===== src/rtl/lbm_macroscopic.sv =====
// D2Q9 macroscopic moments: rho, ux, uy for one lattice cell.
// Iterative restoring divider, one cell in flight, valid/ready both sides.
module lbm_macroscopic #(
  parameter int GRID_DIM        = 256,
  parameter int DATA_WIDTH      = 64,
  parameter int FRACTIONAL_BITS = 56,
  parameter int ADDRESS_WIDTH   = $clog2(GRID_DIM),
  parameter int DATA_WIDTH_F    = 9*DATA_WIDTH
) (
  input  logic                     CLOCK_50,
  input  logic                     RESET,
  input  logic                     in_valid,
  output logic                     in_ready,
  input  logic [DATA_WIDTH_F-1:0]  fin,
  input  logic [ADDRESS_WIDTH-1:0] in_addr,
  output logic                     out_valid,
  input  logic                     out_ready,
  output logic [DATA_WIDTH-1:0]    rho,
  output logic [DATA_WIDTH-1:0]    ux,
  output logic [DATA_WIDTH-1:0]    uy,
  output logic [ADDRESS_WIDTH-1:0] out_addr,
  output logic                     div_zero,
  output logic                     sat,
  output logic                     frame_done
);

  localparam int DW = DATA_WIDTH;
  localparam int FB = FRACTIONAL_BITS;
  localparam int QW = DW + FB;
  localparam int CW = $clog2(QW);
  localparam logic [DW-1:0] MAXP = {1'b0, {(DW-1){1'b1}}};
  localparam logic [ADDRESS_WIDTH-1:0] LAST =
    ADDRESS_WIDTH'(GRID_DIM-1);

  typedef enum logic [2:0] {
    S_IDLE, S_SUM, S_LOAD, S_DIV_X, S_DIV_Y, S_OUT
  } state_t;

  state_t state, state_n;

  logic [DATA_WIDTH_F-1:0]  fin_q;
  logic [ADDRESS_WIDTH-1:0] addr_q;
  logic [DW-1:0] f [9];
  logic [DW-1:0] rho_c, jx_c, jy_c;
  logic [DW-1:0] rho_s, jx_s, jy_s;
  logic [DW-1:0] dvs, rem, rem_nx, ux_t;
  logic [QW-1:0] quo, quo_nx;
  logic [DW:0]   rem_sh, diff;
  logic [CW-1:0] cnt;
  logic          ge, big, neg, last, rho_le0, sat_x;
  logic [DW-1:0] mag_q, res;

  function automatic logic [DW-1:0] mag(input logic [DW-1:0] v);
    return v[DW-1] ? -v : v;
  endfunction

  always_comb begin
    for (int k = 0; k < 9; k++) f[k] = fin_q[k*DW +: DW];
  end

  always_comb begin
    rho_c = '0;
    for (int k = 0; k < 9; k++) rho_c = rho_c + f[k];
    jx_c = f[1] + f[5] + f[8] - f[3] - f[6] - f[7];
    jy_c = f[2] + f[5] + f[6] - f[4] - f[7] - f[8];
  end

  assign rho_le0 = rho_s[DW-1] | ~|rho_s;
  assign last    = cnt == CW'(QW-1);
  assign neg     = (state == S_DIV_X) ? jx_s[DW-1] : jy_s[DW-1];

  // one restoring step; the final step also yields the signed result
  always_comb begin
    rem_sh = {rem, quo[QW-1]};
    diff   = rem_sh - {1'b0, dvs};
    ge     = ~diff[DW];
    rem_nx = ge ? diff[DW-1:0] : rem_sh[DW-1:0];
    quo_nx = {quo[QW-2:0], ge};
    big    = |quo_nx[QW-1:DW-1];
    mag_q  = big ? MAXP : quo_nx[DW-1:0];
    res    = neg ? -mag_q : mag_q;
  end

  always_ff @(posedge CLOCK_50 or negedge RESET) begin
    if (!RESET) state <= S_IDLE;
    else        state <= state_n;
  end

  always_comb begin
    state_n = state;
    unique case (state)
      S_IDLE:  if (in_valid) state_n = S_SUM;
      S_SUM:   state_n = S_LOAD;
      S_LOAD:  state_n = rho_le0 ? S_OUT : S_DIV_X;
      S_DIV_X: if (last) state_n = S_DIV_Y;
      S_DIV_Y: if (last) state_n = S_OUT;
      S_OUT:   if (out_ready) state_n = S_IDLE;
      default: state_n = S_IDLE;
    endcase
  end

  assign in_ready  = state == S_IDLE;
  assign out_valid = state == S_OUT;

  always_ff @(posedge CLOCK_50 or negedge RESET) begin
    if (!RESET) begin
      fin_q      <= '0;
      addr_q     <= '0;
      rho_s      <= '0;
      jx_s       <= '0;
      jy_s       <= '0;
      dvs        <= '0;
      rem        <= '0;
      quo        <= '0;
      cnt        <= '0;
      ux_t       <= '0;
      sat_x      <= 1'b0;
      rho        <= '0;
      ux         <= '0;
      uy         <= '0;
      out_addr   <= '0;
      div_zero   <= 1'b0;
      sat        <= 1'b0;
      frame_done <= 1'b0;
    end else begin
      frame_done <= 1'b0;
      unique case (state)
        S_IDLE: begin
          if (in_valid) begin
            fin_q  <= fin;
            addr_q <= in_addr;
          end
        end
        S_SUM: begin
          rho_s <= rho_c;
          jx_s  <= jx_c;
          jy_s  <= jy_c;
        end
        S_LOAD: begin
          dvs   <= rho_s;
          rem   <= '0;
          quo   <= {mag(jx_s), FB'(0)};
          cnt   <= '0;
          sat_x <= 1'b0;
          if (rho_le0) begin
            rho      <= rho_s;
            ux       <= '0;
            uy       <= '0;
            div_zero <= 1'b1;
            sat      <= 1'b0;
            out_addr <= addr_q;
          end
        end
        S_DIV_X: begin
          rem <= rem_nx;
          quo <= quo_nx;
          cnt <= cnt + 1'b1;
          if (last) begin
            ux_t  <= res;
            sat_x <= big;
            rem   <= '0;
            quo   <= {mag(jy_s), FB'(0)};
            cnt   <= '0;
          end
        end
        S_DIV_Y: begin
          rem <= rem_nx;
          quo <= quo_nx;
          cnt <= cnt + 1'b1;
          if (last) begin
            rho      <= rho_s;
            ux       <= ux_t;
            uy       <= res;
            sat      <= sat_x | big;
            div_zero <= 1'b0;
            out_addr <= addr_q;
          end
        end
        S_OUT: begin
          if (out_ready && out_addr == LAST) frame_done <= 1'b1;
        end
        default: ;
      endcase
    end
  end

endmodule


===== config.mk =====
export PLATFORM = sky130hd
export DESIGN_NAME = lbm_macroscopic
export DESIGN_NICKNAME = d
export VERILOG_FILES = /design/src/rtl/lbm_macroscopic.sv
export SDC_FILE = /design/constraint.sdc
export NUM_CORES = 2
export LEC_CHECK = 0
export ABC_AREA = 1
export CAP_MARGIN = 20
export CORE_MARGIN = 5
export CORE_UTILIZATION = 30
export DETAILED_ROUTE_END_ITERATION = 8
export PLACE_DENSITY = 0.51
export SKIP_LAST_GASP = 1
export SYNTH_ARGS = -nofsm -noshare
export SYNTH_HDL_FRONTEND = slang
export SYNTH_SLANG_ARGS = --single-unit

===== constraint.sdc =====
create_clock -name CLOCK_50 -period 5.4 [get_ports CLOCK_50]
set_input_delay 0.54 -clock CLOCK_50 [delete_from_list [all_inputs] [get_ports CLOCK_50]]
set_output_delay 0.54 -clock CLOCK_50 [all_outputs]
set_load 0.1 [all_outputs]

# Word level (Yosys, flattened, before mapping)
# Cells that the tools add are included.
[totals]
regBits = 1302
input_bits = 588
output_inout_bits = 205
wordCells = 109
[op_classes]
addsub = 23
n_eq_ne = 12
muxes = 39
bitwise = 3
n_reduce_logical = 13
[op_table]
columns = ["operator", "count"]
rows = [
  ["64-bit adder", 12],
  ["64-bit 2-to-1 mux", 11],
  ["64-bit case mux with 2 select lines", 3],
  ["64-bit subtractor", 6],
  ["120-bit case mux with 3 select lines", 1],
  ["64-bit negation", 3],
  ["64-bit case mux with 3 select lines", 1],
  ["120-bit 2-to-1 mux", 1],
  ["65-bit by 64-bit subtractor with 65-bit output", 1],
  ["64-bit OR reduction", 1],
  ["57-bit OR reduction", 1],
  ["7-bit case mux with 3 select lines", 1],
  ["3-bit case mux with 6 select lines", 1],
  ["8-bit 2-to-1 mux", 2],
  ["8-bit case mux with 2 select lines", 1],
  ["3-bit 2-to-1 mux", 5],
  ["8-bit == test (second input constant)", 1],
  ["1-bit 2-to-1 mux", 8],
  ["2-bit inequality test (second input constant)", 4],
  ["7-bit by 1-bit adder with 7-bit output (second input constant)", 1],
  ["7-bit == test (second input constant)", 1],
  ["7-bit 2-to-1 mux", 1],
  ["3-bit by 2-bit == test with 1-bit output (second input constant)", 2],
  ["3-bit == test (second input constant)", 2],
  ["other kinds (13)", 19],
]

# Depth between registers and ports, before layout
[depth]
word_depth = 8
depth_mapped = 31
ltp_nobuf = 31

# Worst setup path before layout
# No wires, ideal clock.
[synth_timing]
path_type = "register -> register"
startpoint = "register fin_q[386]"
endpoint = "register rho_s[40]"
setup_ns = 0.130
t_arrival_ns = 4.761
required_time_ns = 5.270
setup_slack_ns = 0.509
stages_incl_launch_ff = 23
path_buffers = 0
synth_period_minus_slack_ns = 4.891
path_cell_list = "dfrtp_1 -> fa_1 -> fa_1 -> inv_1 -> fa_1 -> fa_1 -> inv_1 -> ha_1 -> fa_1 -> nand2_1 -> nand2_1 -> o21ai_1 -> o21ai_0 -> nand2_1 -> nand2_1 -> a21oi_1 -> inv_1 -> a21oi_1 -> nor2_1 -> or2_2 -> or2_0 -> nand3_1 -> o21ai_0"
[synth_via]
elab_chain_cells = 3
[synth_rtl]
columns = ["item", "line", "text"]
rows = [
  ["start, declared", "41", "logic [DATA_WIDTH_F-1:0] fin_q;"],
  ["start signal, assigned", "130", "fin_q <= fin;"],
  ["64-bit adder (3 in series)", "63", "for (int k = 0; k < 9; k++) rho_c = rho_c + f[k];"],
  ["end signal, assigned", "135", "rho_s <= rho_c;"],
  ["end, declared", "45", "logic [DW-1:0] rho_s, jx_s, jy_s;"],
]
# Every way passes these cells.
# A chain may end at the register's enable or synchronous reset.

# Final worst setup path
[layout_timing]
startpoint = "register fin_q[96]"
endpoint = "register rho_s[57]"
[layout_via]
elab_chain_cells = 8
[layout_rtl]
columns = ["item", "line"]
rows = [
  ["64-bit adder (8 in series)", "63"],
]
# Every way passes these cells.

==> run_results.csv <==
group,metric,value,unit
synthesis,synthAdderAreaFrac,23.04,%
floorplanning,dieArea,330700,µm²
setup_path,crit_arrival,5970,ps
grt,grt_pass1_vias,81898,
place,port_buffers,792,
sta,slew_headroom,23.13,%
sta,holdWs,262.5,ps
grt,grt_overflow,0,
synthesis,synth.avg_cell_area,8.504,µm²
synthesis,synth_top_family_by_area,"adder cells",
synthesis,synth-async-reset-ratio,100.0,%
synthesis,synth.area.top_cells,"dfrtp_1 (34%), fa_1 (20%), inv_1 (8.4%)",
synthesis,synth_top_area_share,34.01,%
synthesis,synth_xor_area_share,1.993,%
synthesis,netlist_area,95800,µm²
sta,tns,0,ps
synthesis,yosysMostFrequentCell,"inv_1",
floorplanning,die_w,575.1,µm
setup_path,critical_path_required,6080,ps
clocking,h-tree-depth,4,
clocking,cts-root-buf,"clkbuf_16",
synthesis,synthMuxAreaShare,3.056,%
grt,grt_max_degree,195,
floorplanning,rows,207,
setup_path,end_kind,"flip-flop",
drt,totalWireLength,362600,µm
synthesis,synth-main-ff-cell,"dfrtp_1",
synthesis,yosys.area.top_type,"dfrtp_1",
grt,use_met3,3.515,%
floorplanning,initial_core_util,30.12,%
sta,finalCriticalPeriod,5286,ps
place,gp_congestion,0.9732,
sta,rsz0062_at_grt,"yes",
grt,grt-busiest-layer,"met2",
clocking,cts_tree,"done",
drt,viasPerCell,4.807,
drt,ant_nets,0,
clocking,numClockSinks,1302,
outcome,status,"finished, final reports clean",
setup_path,setup.worst_path.class,"reg -> reg",
sta,tightest_slew,1149,ps
setup_path,startpoint_type,"flip-flop",
sta,finClkSkew,69.91,ps
sta,post-route-period-util,97.89,%
clocking,clock_latency,870,ps
job,cap_violations,0,
min_path,min_path_type,"in -> reg",
sta,finalSetupViolCount,0,
place,dp_hpwl,297500,µm
drt,vias,79108,
clocking,cts_buffer_depth,4,
clocking,clk_pin_slew,60,ps
place,placedCellCount,16160,
synthesis,mappedNetlistNets,13054,
cells_and_area,num-nets-final,13940,
sta,finalMaxSlewViolations,0,
setup_path,r2r_slack,110,ps
drt,drc,0,
cells_and_area,layoutNonFillerInstCount,16458,
sta,fmax,189.2,MHz
synthesis,synthesis.instances,11266,
synthesis,ys_types,69,
synthesis,synthSimpleGateAreaFrac,16.78,%
grt,grt_pass1_wl,538500,µm
cells_and_area,area_delta_synth_final,20.57,%
drt,drtIter0Drc,6148,
drt,post_drt_wl_per_cell,22.03,µm
sta,hold_viol_final,0,
floorplanning,io_pins,793,
setup_path,crit_fanout,5,
synthesis,yosys_warnings,0,
synthesis,ys_top_cells_by_count,"inv_1 (2,154), nand2_1 (1,810), dfrtp_1 (1,302)",
floorplanning,coreArea,318100,µm²
synthesis,ys_seq_area_share,34.01,%
cells_and_area,drive_above_1_share,7.751,%
cells_and_area,num-fill-cells,33137,
synthesis,synth_edf_count,0,
drt,first_pass_iters,7,
grt,grtUsageTotal,21.49,%
grt,globalRouteMet1Util,30.02,%
grt,antenna_found_initial,37,
synthesis,synth_compound_area_share,11.19,%
synthesis,synth_seq_cells,1302,
clocking,numCtsBuffers,169,
floorplanning,die_h,575.1,µm
grt,grtUsageMet2,34.31,%
-- final timing paths --
path                            cells after the start           to       from
max in group asynchronous                           4    fin_q[72]      RESET
min in group asynchronous                           2     state[1]      RESET
worst max register to register                     20    rho_s[57]  fin_q[96]
worst min-delay path                                3   fin_q[184]   fin[184]
worst max-delay path                               20    rho_s[57]  fin_q[96]
worst min register to register                      2  out_addr[4]  addr_q[4]
-- through the flow --
stage	setup slack [ps]	util, %	instance area [µm²]
finish	113.9	36.32	115500
CTS	85.12	36.29	115400
detailed placement	-30.22	34.57	109900
global placement	-77.93	34.56	109900
floorplan	509.5	-	95800
global route	-63.05	36.31	115500
-- logic make-up (layout without fill, tap and decap cells) --
logic type	count (synthesis)	after routing
simple gates	3813	3813
buf+inv	2511	3514
compound gates	1962	1962
flops	1302	1302
fa+ha+maj	1200	1200
mux	260	260
xor+xnor	218	218
other cells	0	9
-- cell type report --
cell class | count | area [µm²] | area share [%]
multi-input cells | 7453 | 53860 | 46.62
flip-flops and latches | 1302 | 32580 | 28.21
repair buffers | 1054 | 10200 | 8.832
inverters | 2172 | 8164 | 7.068
well taps | 4180 | 5230 | 4.528
clock buffers | 242 | 4907 | 4.248
clock inverters | 46 | 545.5 | 0.4723
diodes | 9 | 22.52 | 0.01950
-- per-layer routing --
metal  vias to the layer above  wire (µm)
met5                         -        183
met4                        28      11950
met3                       527      21740
met2                      2327     164000
met1                     38898     164700
li1                      37328          -
-- state kept, by name, summed over array words and instances (netlist names), 7 cells and up --
| name | count |
|---|---|
| rem | 64 |
| quo | 120 |
| cnt | 7 |
| rho_s | 64 |
| rho | 64 |
| ux_t | 64 |
| jy_s | 64 |
| addr_q | 8 |
| out_addr | 8 |
| fin_q | 576 |
| jx_s | 64 |
| dvs | 64 |
| uy | 64 |
| ux | 64 |
-- timing repair --
action,4_1_cts,5_1_grt
buffers inserted,0,0
hold endpoints to repair,44,0
gates cloned,0,0
pin swaps,0,1
resized for setup,1,25
hold buffers,1,0
endpoints found under the setup margin,2,29
-- cell usage in the layout (no fill, tap or decap), types with 22 or more instances in the layout --
cell type / count
clkinv_2: 23
nand2_1: 1803
clkbuf_1: 36
buf_12: 22
a31oi_1: 66
nor4_1: 61
nor2_1: 1070
o211ai_1: 54
o21ai_1: 30
buf_4: 241
a21o_1: 39
o21ai_0: 722
clkbuf_8: 34
or2_2: 52
nand3_1: 553
clkdlybuf4s50_1: 788
mux2_2: 260
o22ai_1: 69
xnor2_1: 98
o21a_1: 24
nand4_1: 87
a21oi_1: 821
ha_1: 255
nor3_1: 76
o21bai_1: 39
fa_1: 940
clkbuf_16: 172
inv_1: 2153
dfrtp_1: 1300
xor2_1: 120
-- worst max-delay path: stages, from the launching register on --
cell and delay [ps]:
dfrtp_1 420, inv_1 100, fa_1 530, inv_1 60
fa_1 470, fa_1 490, inv_1 50, fa_1 490
inv_1 130, ha_1 430, nand2_1 130, nor2_1 290
inv_1 150, nor4_1 240, buf_4 200, nand3_1 140
nand3_1 230, a21o_1 190, a21oi_1 90, xor2_1 190
o21ai_0 100
Power is left out: the tool's default activity adds up to more than one toggle a clock period on the data nets, which glitch-free logic cannot reach.
